File: src/rtl/fetch_sequencer.sv
// Instruction-fetch sequencer: owns the PC, fetches start_addr..stop_addr (inclusive, wrapping)
// over a req/ack memory handshake and hands each word to decode over a valid/stall handshake.
module fetch_sequencer #(
    parameter int ADDR_W  = 8,
    parameter int INSTR_W = 16
) (
    input  logic               clk,
    input  logic               reset,
    input  logic               start,
    input  logic               abort,
    input  logic [ADDR_W-1:0]  start_addr,
    input  logic [ADDR_W-1:0]  stop_addr,
    output logic               imem_req,
    output logic [ADDR_W-1:0]  imem_addr,
    input  logic               imem_ack,
    input  logic [INSTR_W-1:0] imem_data,
    input  logic               stall,
    output logic               instr_valid,
    output logic [INSTR_W-1:0] instr,
    output logic [ADDR_W-1:0]  instr_pc,
    output logic               busy,
    output logic               done,
    output logic [ADDR_W-1:0]  fetch_cnt
);

    typedef enum logic [1:0] {IDLE, REQ, HOLD, DONE} state_t;

    state_t            state;
    logic [ADDR_W-1:0] last;

    // imem_addr doubles as the PC register, so the address is registered by construction.
    // NOTE: every state/output register uses non-blocking assignment so all of them update
    // from the same pre-edge values; blocking here would create order-dependent races.
    always_ff @(posedge clk) begin
        if (!reset) begin
            state       <= IDLE;
            last        <= '0;
            imem_req    <= 1'b0;
            imem_addr   <= '0;
            instr_valid <= 1'b0;
            instr       <= '0;
            instr_pc    <= '0;
            busy        <= 1'b0;
            done        <= 1'b0;
            fetch_cnt   <= '0;
        end else if (abort && state != IDLE) begin
            // A coincident ack is dropped; fetch_cnt keeps the count reached so far.
            state       <= IDLE;
            imem_req    <= 1'b0;
            instr_valid <= 1'b0;
            busy        <= 1'b0;
            done        <= 1'b0;
        end else begin
            case (state)
                IDLE: begin
                    if (start) begin
                        state     <= REQ;
                        imem_addr <= start_addr;
                        last      <= stop_addr;
                        fetch_cnt <= '0;
                        imem_req  <= 1'b1;
                        busy      <= 1'b1;
                    end
                end
                REQ: begin
                    if (imem_ack) begin
                        state       <= HOLD;
                        instr       <= imem_data;
                        instr_pc    <= imem_addr;
                        instr_valid <= 1'b1;
                        imem_req    <= 1'b0;
                    end
                end
                HOLD: begin
                    if (!stall) begin
                        fetch_cnt   <= fetch_cnt + ADDR_W'(1);
                        instr_valid <= 1'b0;
                        if (imem_addr == last) begin
                            state <= DONE;
                            done  <= 1'b1;
                        end else begin
                            state     <= REQ;
                            imem_addr <= imem_addr + ADDR_W'(1);
                            imem_req  <= 1'b1;
                        end
                    end
                end
                DONE: begin
                    state <= IDLE;
                    done  <= 1'b0;
                    busy  <= 1'b0;
                end
                default: state <= IDLE;
            endcase
        end
    end

endmodule

File: config.mk
export PLATFORM = sky130hd
export DESIGN_NAME = fetch_sequencer
export DESIGN_NICKNAME = d
export VERILOG_FILES = /design/src/rtl/fetch_sequencer.sv
export SDC_FILE = /design/constraint.sdc
export NUM_CORES = 1
export LEC_CHECK = 0
export CAP_MARGIN = 10
export CELL_PAD_IN_SITES_DETAIL_PLACEMENT = 0
export CELL_PAD_IN_SITES_GLOBAL_PLACEMENT = 1
export CORE_ASPECT_RATIO = 0.5
export CORE_UTILIZATION = 29
export DETAILED_ROUTE_END_ITERATION = 8
export PLACE_DENSITY_LB_ADDON = 0.12
export SLEW_MARGIN = 20
export SYNTH_ARGS = -nofsm -noshare
export SYNTH_HDL_FRONTEND = slang
export SYNTH_SLANG_ARGS = --single-unit
File: constraint.sdc
create_clock -name clk -period 1.8 [get_ports clk]
set_clock_uncertainty 0.05 [all_clocks]
set_input_delay 0.18 -clock clk [delete_from_list [all_inputs] [get_ports clk]]
set_output_delay 0.18 -clock clk [all_outputs]
set_load 0.02 [all_outputs]
# == After elaboration in Yosys (flattened, before gate mapping) ==
# Index checks and enable logic that the tools add are counted.
# totals
output_inout_bits,44
ff_bits,54
input_bits,38
word_cells,65
# classes
mux,24
n_eq_ne,9
n_bitwise,2
add_sub_neg,2
n_reduce_logical,18
# op_table
op,count
8-bit two-way mux,5
8-bit case mux with 2 select lines,2
"8-bit by 1-bit adder with 8-bit output, second input constant",2
3-bit AND reduction,5
"2-bit != test, second input constant",5
5-bit AND reduction,2
2-bit nonzero test,5
8-bit equality test,1
1-bit two-way mux,8
2-bit two-way mux,4
2-bit case mux with 4 select lines,1
1-bit case mux with 2 select lines,3
"2-bit equality test, second input constant",2
4-bit AND reduction,1
1-bit case mux with 3 select lines,1
3-bit nonzero test,1
"2-bit by 1-bit equality test with 1-bit output, second input constant",1
2-bit logical NOT,1
1-bit inverter,2
2-bit AND reduction,1
2-bit OR reduction,1
1-bit logical AND,1

# == Longest topological paths before layout ==
# Gate-level depths: netlist (run 1).
# logic_depth
ltp_word,4
depth_mapped,6
ltp_nobuf,5

# == Worst setup path before layout (run 1) ==
# OpenSTA, ideal clock, no wires.
# synth_path
path_type,register -> register
from,register imem_addr[4]
to,register imem_req
n_path_buf,1
required_time_ns,1.632
slack_ns,-0.081
setup_time_ns,0.118
stages_incl_launch_ff,7
arrival_time_ns,1.714
cell_sequence,dfxtp_1 > clkbuf_1 > xor2_1 > nor4_4 > and2_1 > a221oi_1 > o2111a_1
# synth_between
elab_chain_cells,3
# synth_rtl
element,line,text
"start, declared",14,"output logic [ADDR_W-1:0] imem_addr,"
"start signal, assigned",58,imem_addr <= start_addr;
"start signal, assigned",83,imem_addr <= imem_addr + ADDR_W'(1);
8-bit equality test,78,if (imem_addr == last) begin
2-bit != test (no line),n/a,
5-bit AND reduction (no line),n/a,
"end signal, assigned",61,imem_req <= 1'b1;
"end signal, assigned",71,imem_req <= 1'b0;
"end signal, assigned",84,imem_req <= 1'b1;
"end, declared",13,"output logic imem_req,"
# No other way between the ends.
# A chain may end at the register's enable or synchronous reset.

# == Worst setup path after layout (run 1) ==
# layout_path
from,register imem_addr[4]
to,output imem_addr[4]
# No word-level cell between the ends.

==> results list, run 1 <==
* Run status: finished, final reports clean
- Number of antenna violations at the first check in global routing: 0
* Number of antenna repair diodes: 0
* GRT Total Usage: 17.44%
* Data required time at the worst endpoint: 1.57 ns
- Pre-antenna DRT Iters: 4
- From synthesis to final layout, the design area changed by 57.69%.
- In the final design database the tool counted 436 nets.
- Tightest Pin Transition: 0.4823 ns
- In the routed design, unresolved DRC markers number 0.
- The biggest area contributor in the post-synthesis netlist is dfxtp_1.
- Reg-to-Reg End: fetch_cnt[3]$_SDFFE_PN0P_
- Number of top-level design ports: 82
- VDD sags by at most 0.4336 mV.
* Share of synthesized area occupied by flip-flops and latches: 45.69%
- First-pass GRT wire length: 11430 microns
* TritonCTS clock tree: done
* Power density over the cells: 786.7 nW/um^2
* Largest net degree at the start of global routing: 30
- Finished layout cell area: 3731 sq um
- HPWL after DPL: 5058 microns
- Clock tree root buffer cell: clkbuf_16
* Hold Crit Class: in2reg
- Floorplan row count: 22
- After layout, the worst setup slack is 0.07160 ns.
* Distinct cell type count of the synthesized netlist: 41
- The most used flip-flop cell after synthesis is dfxtp_1.
* Proportion of synthesized flip-flops having asynchronous set or reset: 0%
- Clock sink count: 54
- Synthesis inferred 54 register bits.
* Slack of the worst reg-to-reg path: 0.08 ns
- Routed WL per cell: 13.96 microns
* Final hold violation count: 0
- In this run the tightest slew margin relative to its limit is 67.85%.
- OpenSTA, run right after detailed placement, puts the worst setup slack at -0.3535 ns.
- For hold timing, the worst endpoint is state[0]$_SDFFE_PP0P_.
- In this run, synthesis inferred 0 flip-flops with an integrated enable.
* Sort of element at the start of the critical path: flop
- Post-DR vias/cell: 4.750
* Leakage power total: 1.333 nW
* Synthesized instance count: 296
- CTS built an H-tree with a depth of 2.
- Largest fanout on the critical path: 7
* Minimum clock period: 1.728 ns
- In the finished design, the share of the clock period the worst path needs comes to 96.02%.
* Final setup violation count: 0
- At the worst endpoint, the arrival time is 1.50 ns.
- Post-CTS clock slew at the launch and capture registers of the worst setup and hold paths: 0.07 ns
- Total count of max-transition violations in the final report: 0
* Share of cells above drive strength 1: 14.14%
- Die Y-Extent: 65.87 microns
- Placeable Area: 7597 sq um
- The die covers 8546 sq um.
* Synth Area per Inst: 7.993 sq um
- Most common library cells after synthesis: 84 x nand2_1, 54 x dfxtp_1, 46 x a21oi_1
- Counting instances, the worst hold path has a depth of 4.
* Synth top area cells: dfxtp_1 46%, nand2_1 13%, a21oi_1 9.7%
* Number of cells traversed by the worst register-to-register path: 6
* Area after detailed placement: 3491 sq um
- STA classifies the critical path endpoint as an output pin.
* Total via count after detailed routing: 2394
* Clock latency on the worst-skew pair: 0.29 ns
* Max-cap viol count: 0
- Number of nets still failing antenna checks after routing: 0
- Routability-driven placement finished with a final weighted congestion of 0.8026.
- Effective utilization at floorplan: 31.14%
- Crit Path Category: reg2out
- Counting the buffers created by CTS gives 5.
- Highest clock rate: 578.6 MHz
- Maximum root-to-sink buffer count: 2
- The cell area that synthesis handed to floorplanning was 2366 sq um.
- In this run the horizontal extent of the chip is 129.7 microns.
- YS warnings: 0
- After synthesis, the largest area contributor takes up 45.69% of total cell area.
- Crit Reg-Reg Startpoint: state[1]$_SDFFE_PP0P_
* Number of DRC violations after detailed-routing iteration 0: 97
* Total congestion overflow after global routing: 0
* Via count of the first global-routing pass: 2272
- nand2_1 is the most common cell in the netlist.
- Synthesis produced a netlist with a net count of 336.
* Final Routed Wirelength: 7035 microns
- In this run the tool buffered the top-level ports with 81 buffer cells.
* Total Power: 2.935 mW
- The startpoint identified for the worst hold timing path is stall.
==> worst max-delay path: stages (launching register included) <==
cell and delay, ns:
dfxtp_1 0.41, buf_4 0.19, clkdlybuf4s50_1 0.61
==> metal layers <==
metal | vias up | global-route usage, % | part of all wire [%]
li1 | 1209 | - | -
met1 | 1107 | 23.62 | 50
met2 | 71 | 26.87 | 43
met3 | 7 | 5.097 | 6.0
met4 | 0 | 4.797 | 0.87
met5 | - | 0 | 0
==> sequential cells by signal (all words and copies together) (netlist names) <==
register / count
done: 1
busy: 1
fetch_cnt: 8
last: 8
instr: 16
instr_pc: 8
imem_req: 1
instr_valid: 1
state: 2
imem_addr: 8
==> layout by cell type (no fill, tap or decap), drive strengths merged, types with 3 or more instances in the layout <==
cell            n
a31oi           4
nand4           3
o21ai           9
nand3           5
a21oi          47
dfxtp          54
nor2           13
nand2b          3
clkdlybuf4s50  80
a211oi          5
o21a            3
xor2           11
nand2          84
clkbuf          6
nor3            3
mux2i           3
buf            29
inv             3
==> how the worst max path moves through the flow <==
stage,slack [ns],depth (start not counted),from,end
floorplan,0.01,5,imem_addr[5]$_SDFFE_PN0P_,imem_req$_SDFFE_PP0P_
global placement,-0.28,6,stall,imem_addr[6]$_SDFFE_PN0P_
CTS,0.05,6,last[6]$_SDFFE_PN0P_,imem_addr[3]$_SDFFE_PN0P_
finish,0.07,2,imem_addr[4]$_SDFFE_PN0P_,imem_addr[4]
detailed placement,-0.35,6,stall,imem_addr[4]$_SDFFE_PN0P_
global route,-0.03,7,last[0]$_SDFFE_PN0P_,imem_addr[5]$_SDFFE_PN0P_
==> power breakdown <==
part	internal [mW]	switching, mW	total, mW
clock network	0.509	0.426	0.935
logic	0.350	0.348	0.698
registers	1.25	0.0521	1.30
total	2.11	0.826	2.94
==> through the flow <==
stage               cells  hold slack (ns)  util, %  TNS [ns]
floorplan             296           0.2660        -         0
global placement      493           0.3916    45.95    -3.045
detailed placement    493           0.3966    45.95    -3.785
CTS                   502           0.3695    48.06         0
global route          504           0.3857    49.11  -0.03085
finish                504           0.3845    49.11         0
==> cell type report <==
| type | instances | area, sq um |
|---|---|---|
| inverter | 3 | 11.26 |
| timing repair buffer | 110 | 1065 |
| tap | 108 | 135.1 |
| fill | 756 | 3866 |
| clock inverter | 1 | 7.507 |
| multi-input combinational | 222 | 1300 |
| clock buffer | 6 | 128.9 |
| sequential | 54 | 1084 |
==> timing repair <==
action	CTS	global route
setup buffers	1	2
hold buffers	0	0
pin swaps	0	2
resized for setup	2	10
cloned	1	0
setup endpoints to repair	6	5
==> logic make-up (layout without fill, tap and decap cells) <==
kind of cell	count (synthesis)	count (layout)	share of synthesized area (%)
AO/OA/AOI/OAI	80	81	20.73
buffers and inverters	21	120	3.384
adder cells (fa/ha/maj)	2	2	1.057
AND/OR/NAND/NOR	123	123	23.06
multiplexers	3	3	1.269
XOR/XNOR	13	13	4.812
flip-flops	54	54	45.69
(Power assumes the default switching activity.)
==> run 2, diff against run 1 <==
- ABC_AREA: unset -> 1
- ABC_CLOCK_PERIOD_IN_PS: unset -> 1800
- CORE_UTILIZATION: 29 -> 28
==> run 2 against run 1 <==
Compared with the run above:
- combinational power grew to 3.5 times the previous value
- utilization is 5.0 points lower
- critical path type unchanged
- cell count is 7.3% higher
- highest routed layer unchanged
- global-route usage is 1.8 points lower
- largest power group is now combinational logic
- sequential power is 30% higher
- fmax is 3.9% higher
- critical endpoint is now imem_addr[1]
- clock power is 20% higher
- total power is 79% higher
- hold slack better by 0.026 ns
- first-iteration DRC count is 6.2% lower
- non-clock buffer count is 16 lower
- die area is 5.4% higher
==> results list, run 2 <==
- The count of nets after finishing was 469 (+7.6%).
- Flip-flop and latch count after synthesis: 54 (unchanged)
- Kind of cell with the highest combined delay on the critical path: buffers and inverters
* Final Routed Wirelength: 6608 microns (-6.1%)
* Clock tree root buffer cell: clkbuf_16
* Synthesized instance count: 339 (+15%)
- Number of port buffers: 81 (unchanged)
- The number of diodes added for antenna fixing is 0 (unchanged).
- The total number of H-tree levels was 2 (unchanged).
- The area of the multi-input gates is 1159 sq um (-11%).
- Placeable Area: 8173 sq um (+7.6%)
- After synthesis, the most frequently instantiated cells are 68 x nor2_1, 66 x nand2_1, 54 x dfxtp_1.
- The net count after synthesis is 379 (+13%).
* Synth top area cells: dfxtp_1 45%, nor2_1 11%, nand2_1 10%
- Post-DR vias/cell: 4.477 (-5.7%)
- The setup TNS was 0 ns (unchanged).
* Overall die area: 9008 sq um (+5.4%)
- Clock sink count: 54 (unchanged)
- Routed WL per cell: 12.21 microns (-12%)
* Data arrival time of the critical path: 1.43 ns (-0.07 ns)
- Flip-flop count of the largest register, all copies and words added: 16 (unchanged)
- The HPWL after detailed placement was 4937 microns (-2.4%).
- The highest cell delay on the worst timing path came to 0.66 ns (+0.05 ns).
* Synth Area per Inst: 7.112 sq um (-11%)
- The utilization after layout is 44.12% (-5.0 points).
* Run status: finished, final reports clean
- The initial antenna violation count is 0 (unchanged).
- Most area-hungry cell type in the Yosys netlist: dfxtp_1
* Slowest-stage cell, CP: clkdlybuf4s50_1
- YS warnings: 0 (unchanged)
- Proportion of synthesized flip-flops having asynchronous set or reset: 0% (unchanged)
* Total congestion overflow after global routing: 0 (unchanged)
- Total via count after detailed routing: 2422 (+1.2%)
- Setup repair after global routing left no endpoint under its margin.
- STA classifies the critical path startpoint as a flop.
* Power density over the cells: 1455 nW/um^2 (+85%)
- Post CTS Setup Buffer Count: 0 (-1)
* Max-cap viol count: 0 (unchanged)
* Crit Path Category: reg2out
* TritonCTS clock tree: done
- The final hold slack is 0.4110 ns (+0.02648 ns).
- The total DRC errors in the routed layout came to 0 (unchanged).
- The period utilization came to 92.39% (-3.6 points).
* Number of DRC violations after detailed-routing iteration 0: 91 (-6.2%)
- Setup crit end kind: output pin
- The post-synthesis share of cell area spent on and, or, nand and nor gates was 30.51% (+7.5 points).
- Main combinational cell family by area after synthesis: simple AND/OR/NAND/NOR gates
* Maximum root-to-sink buffer count: 2 (unchanged)
- The number of global-route vias before repair is 2313 (+1.8%).
- Largest net degree at the start of global routing: 36 (+20%)
- Cell chain of the critical path: clkdlybuf4s50_1
- The adder-cell share of the synthesized area is 1.038% (-0.020 points).
- The portion of synthesized cell area occupied by the leading cell type was 44.84% (-0.85 points).
- The final hold violation count was 0 (unchanged).
* Total area of sequential cells: 1081 sq um (-0.23%)
- Highest clock rate: 601.3 MHz (+3.9%)
* Post-synthesis mux area share: 0% (-1.3 points)
- Total Power: 5.247 mW (+79%)
- The combined global-route utilization of all metal layers is 15.62% (-1.8 points).
* Highest-count cells in the layout ignoring fill and taps: 81 x clkdlybuf4s50_1, 68 x nor2_1, 66 x nand2_1
- The final count of pins violating max slew is 0 (unchanged).
- The transition time at the pin with the least slew margin was 0.3378 ns (-0.1445 ns).
- Leaving out fill and tap cells, the most frequent cell in the layout is clkdlybuf4s50_1.
- The first-pass GRT wire length was 10940 microns (-4.3%).
* Share of cells above drive strength 1: 9.324% (-4.8 points)
- Die Y-Extent: 67.62 microns (+2.6%)
- The cell area after technology mapping came to 2411 sq um (+1.9%).
- The number of hold buffers added after cts is 0 (unchanged).
- P&R area growth vs syn: 49.56%
- Number of top-level design ports: 82 (unchanged)
* Leakage power total: 1.516 nW (+14%)
* Worst-case headroom to the max-slew limit: 77.40% (+9.6 points)
- The final RePlAce weighted congestion came to 0.7941 (-1.1%).
* Largest vdd supply drop: 0.4843 mV (+12%)
- The complex-gate fraction of the synthesized area came to 14.32% (-6.4 points).
* Floorplan row count: 23 (+4.5%)
- The share of the synthesized netlist area taken by xor and xnor gates was 2.180% (-2.6 points).
* Most flop-heavy register: instr
- Effective utilization at floorplan: 29.50% (-1.6 points)
- Distinct cell type count of the synthesized netlist: 28 (-32%)
- The fill cell instance count of the final layout is 817 (+8.1%).
* Final setup violation count: 0 (unchanged)
- The number of CTS-inserted buffers was 5 (unchanged).
* Data required time at the worst endpoint: 1.57 ns (about the same)
- Post-CTS clock slew at the launch and capture registers of the worst setup and hold paths: 0.07 ns (about the same)
* Share of synthesized area occupied by flip-flops and latches: 44.84% (-0.85 points)
* Primary FF master, synth: dfxtp_1
- Pre-antenna DRT Iters: 4 (unchanged)
- The maximum fanout count along the critical path was 6 (-1).
- Yosys instantiated no cell more often than nor2_1.
* Number of nets still failing antenna checks after routing: 0 (unchanged)
- The clock insertion delay at the later pin of the skew report came to 0.29 ns (about the same).
- The number of cells upsized or downsized after cts came to 0 (-2).
- Number of enable flip-flop cells after synthesis: 0 (unchanged)
- The minimum period implied by the final worst setup slack was 1.663 ns (-0.06529 ns).
- In this run the worst hold path is classified as in2reg.
- WP buf/inv: 1 (-1)
- The chip width came to 133.2 microns (+2.7%).
-- run 2: changes by cell type in the layout (fill, tap and decap cells not counted), sizes merged, moves of 5 or more --
cell / previous run / this run
a211oi: 5 / 0
a21oi: 47 / 23
buf: 29 / 13
inv: 3 / 29
nand2: 84 / 69
nand3: 5 / 18
nor2: 13 / 72
o21ai: 9 / 40
xor2: 11 / 0
-- run 2: routing by layer --
layer  up-vias  share of wire (%)  GRT usage (%)
met4         0               0.86          3.835
met3         8                8.0          6.006
li1       1272                  -              -
met1      1077                 47          19.40
met5         -                  0              0
met2        65                 45          25.79
-- run 2: power breakdown --
| group | internal (mW) | leakage, nW | switching (mW) | total (mW) |
|---|---|---|---|---|
| Combinational | 1.03 | 0.992 | 1.41 | 2.44 |
| Clock | 0.688 | 0.0829 | 0.436 | 1.12 |
| Sequential | 1.48 | 0.441 | 0.210 | 1.69 |
| Total | 3.19 | 1.52 | 2.06 | 5.25 |
-- run 2: layout make-up --
type | instances | area share (%)
tap | 112 | 3.886
sequential | 54 | 29.98
clock inverter | 1 | 0.8328
inverter | 29 | 3.088
clock buffer | 6 | 3.851
multi-input combinational | 245 | 32.13
timing repair buffer | 94 | 26.23
-- run 2: logic make-up (layout without fill, tap and decap cells) --
family | Yosys count | after routing
XOR/XNOR | 6 | 6
buffers and inverters | 40 | 130
AND/OR/NAND/NOR | 171 | 171
flip-flops | 54 | 54
AO/OA/AOI/OAI | 66 | 66
adder cells (fa/ha/maj) | 2 | 2
-- run 2: through the flow --
step	cells	setup WS [ns]	cell area, sq um
6_report	541	0.1369	3606
5_1_grt	541	0.009513	3606
4_1_cts	541	0.1249	3606
3_5_place_dp	534	0.1909	3437
3_3_place_gp	534	0.1353	3437
2_1_floorplan	339	0.2701	2411
-- run 2: path summary, 6_finish.rpt --
kind,startpoint,endpoint,slack [ns],cells after the start
setup / recovery,imem_addr[1]$_SDFFE_PN0P_,imem_addr[1],0.14,1
hold reg to reg,last[1]$_SDFFE_PN0P_,last[1]$_SDFFE_PN0P_,0.42,2
hold / removal,imem_data[15],instr[15]$_SDFFE_PN0P_,0.41,3
setup reg to reg,imem_addr[1]$_SDFFE_PN0P_,imem_addr[0]$_SDFFE_PN0P_,0.20,9
-- run 2: worst min-delay path: stages --
cell and delay (ns):
clkdlybuf4s50_1 0.39, nor2_1 0.10, nor2_1 0.05
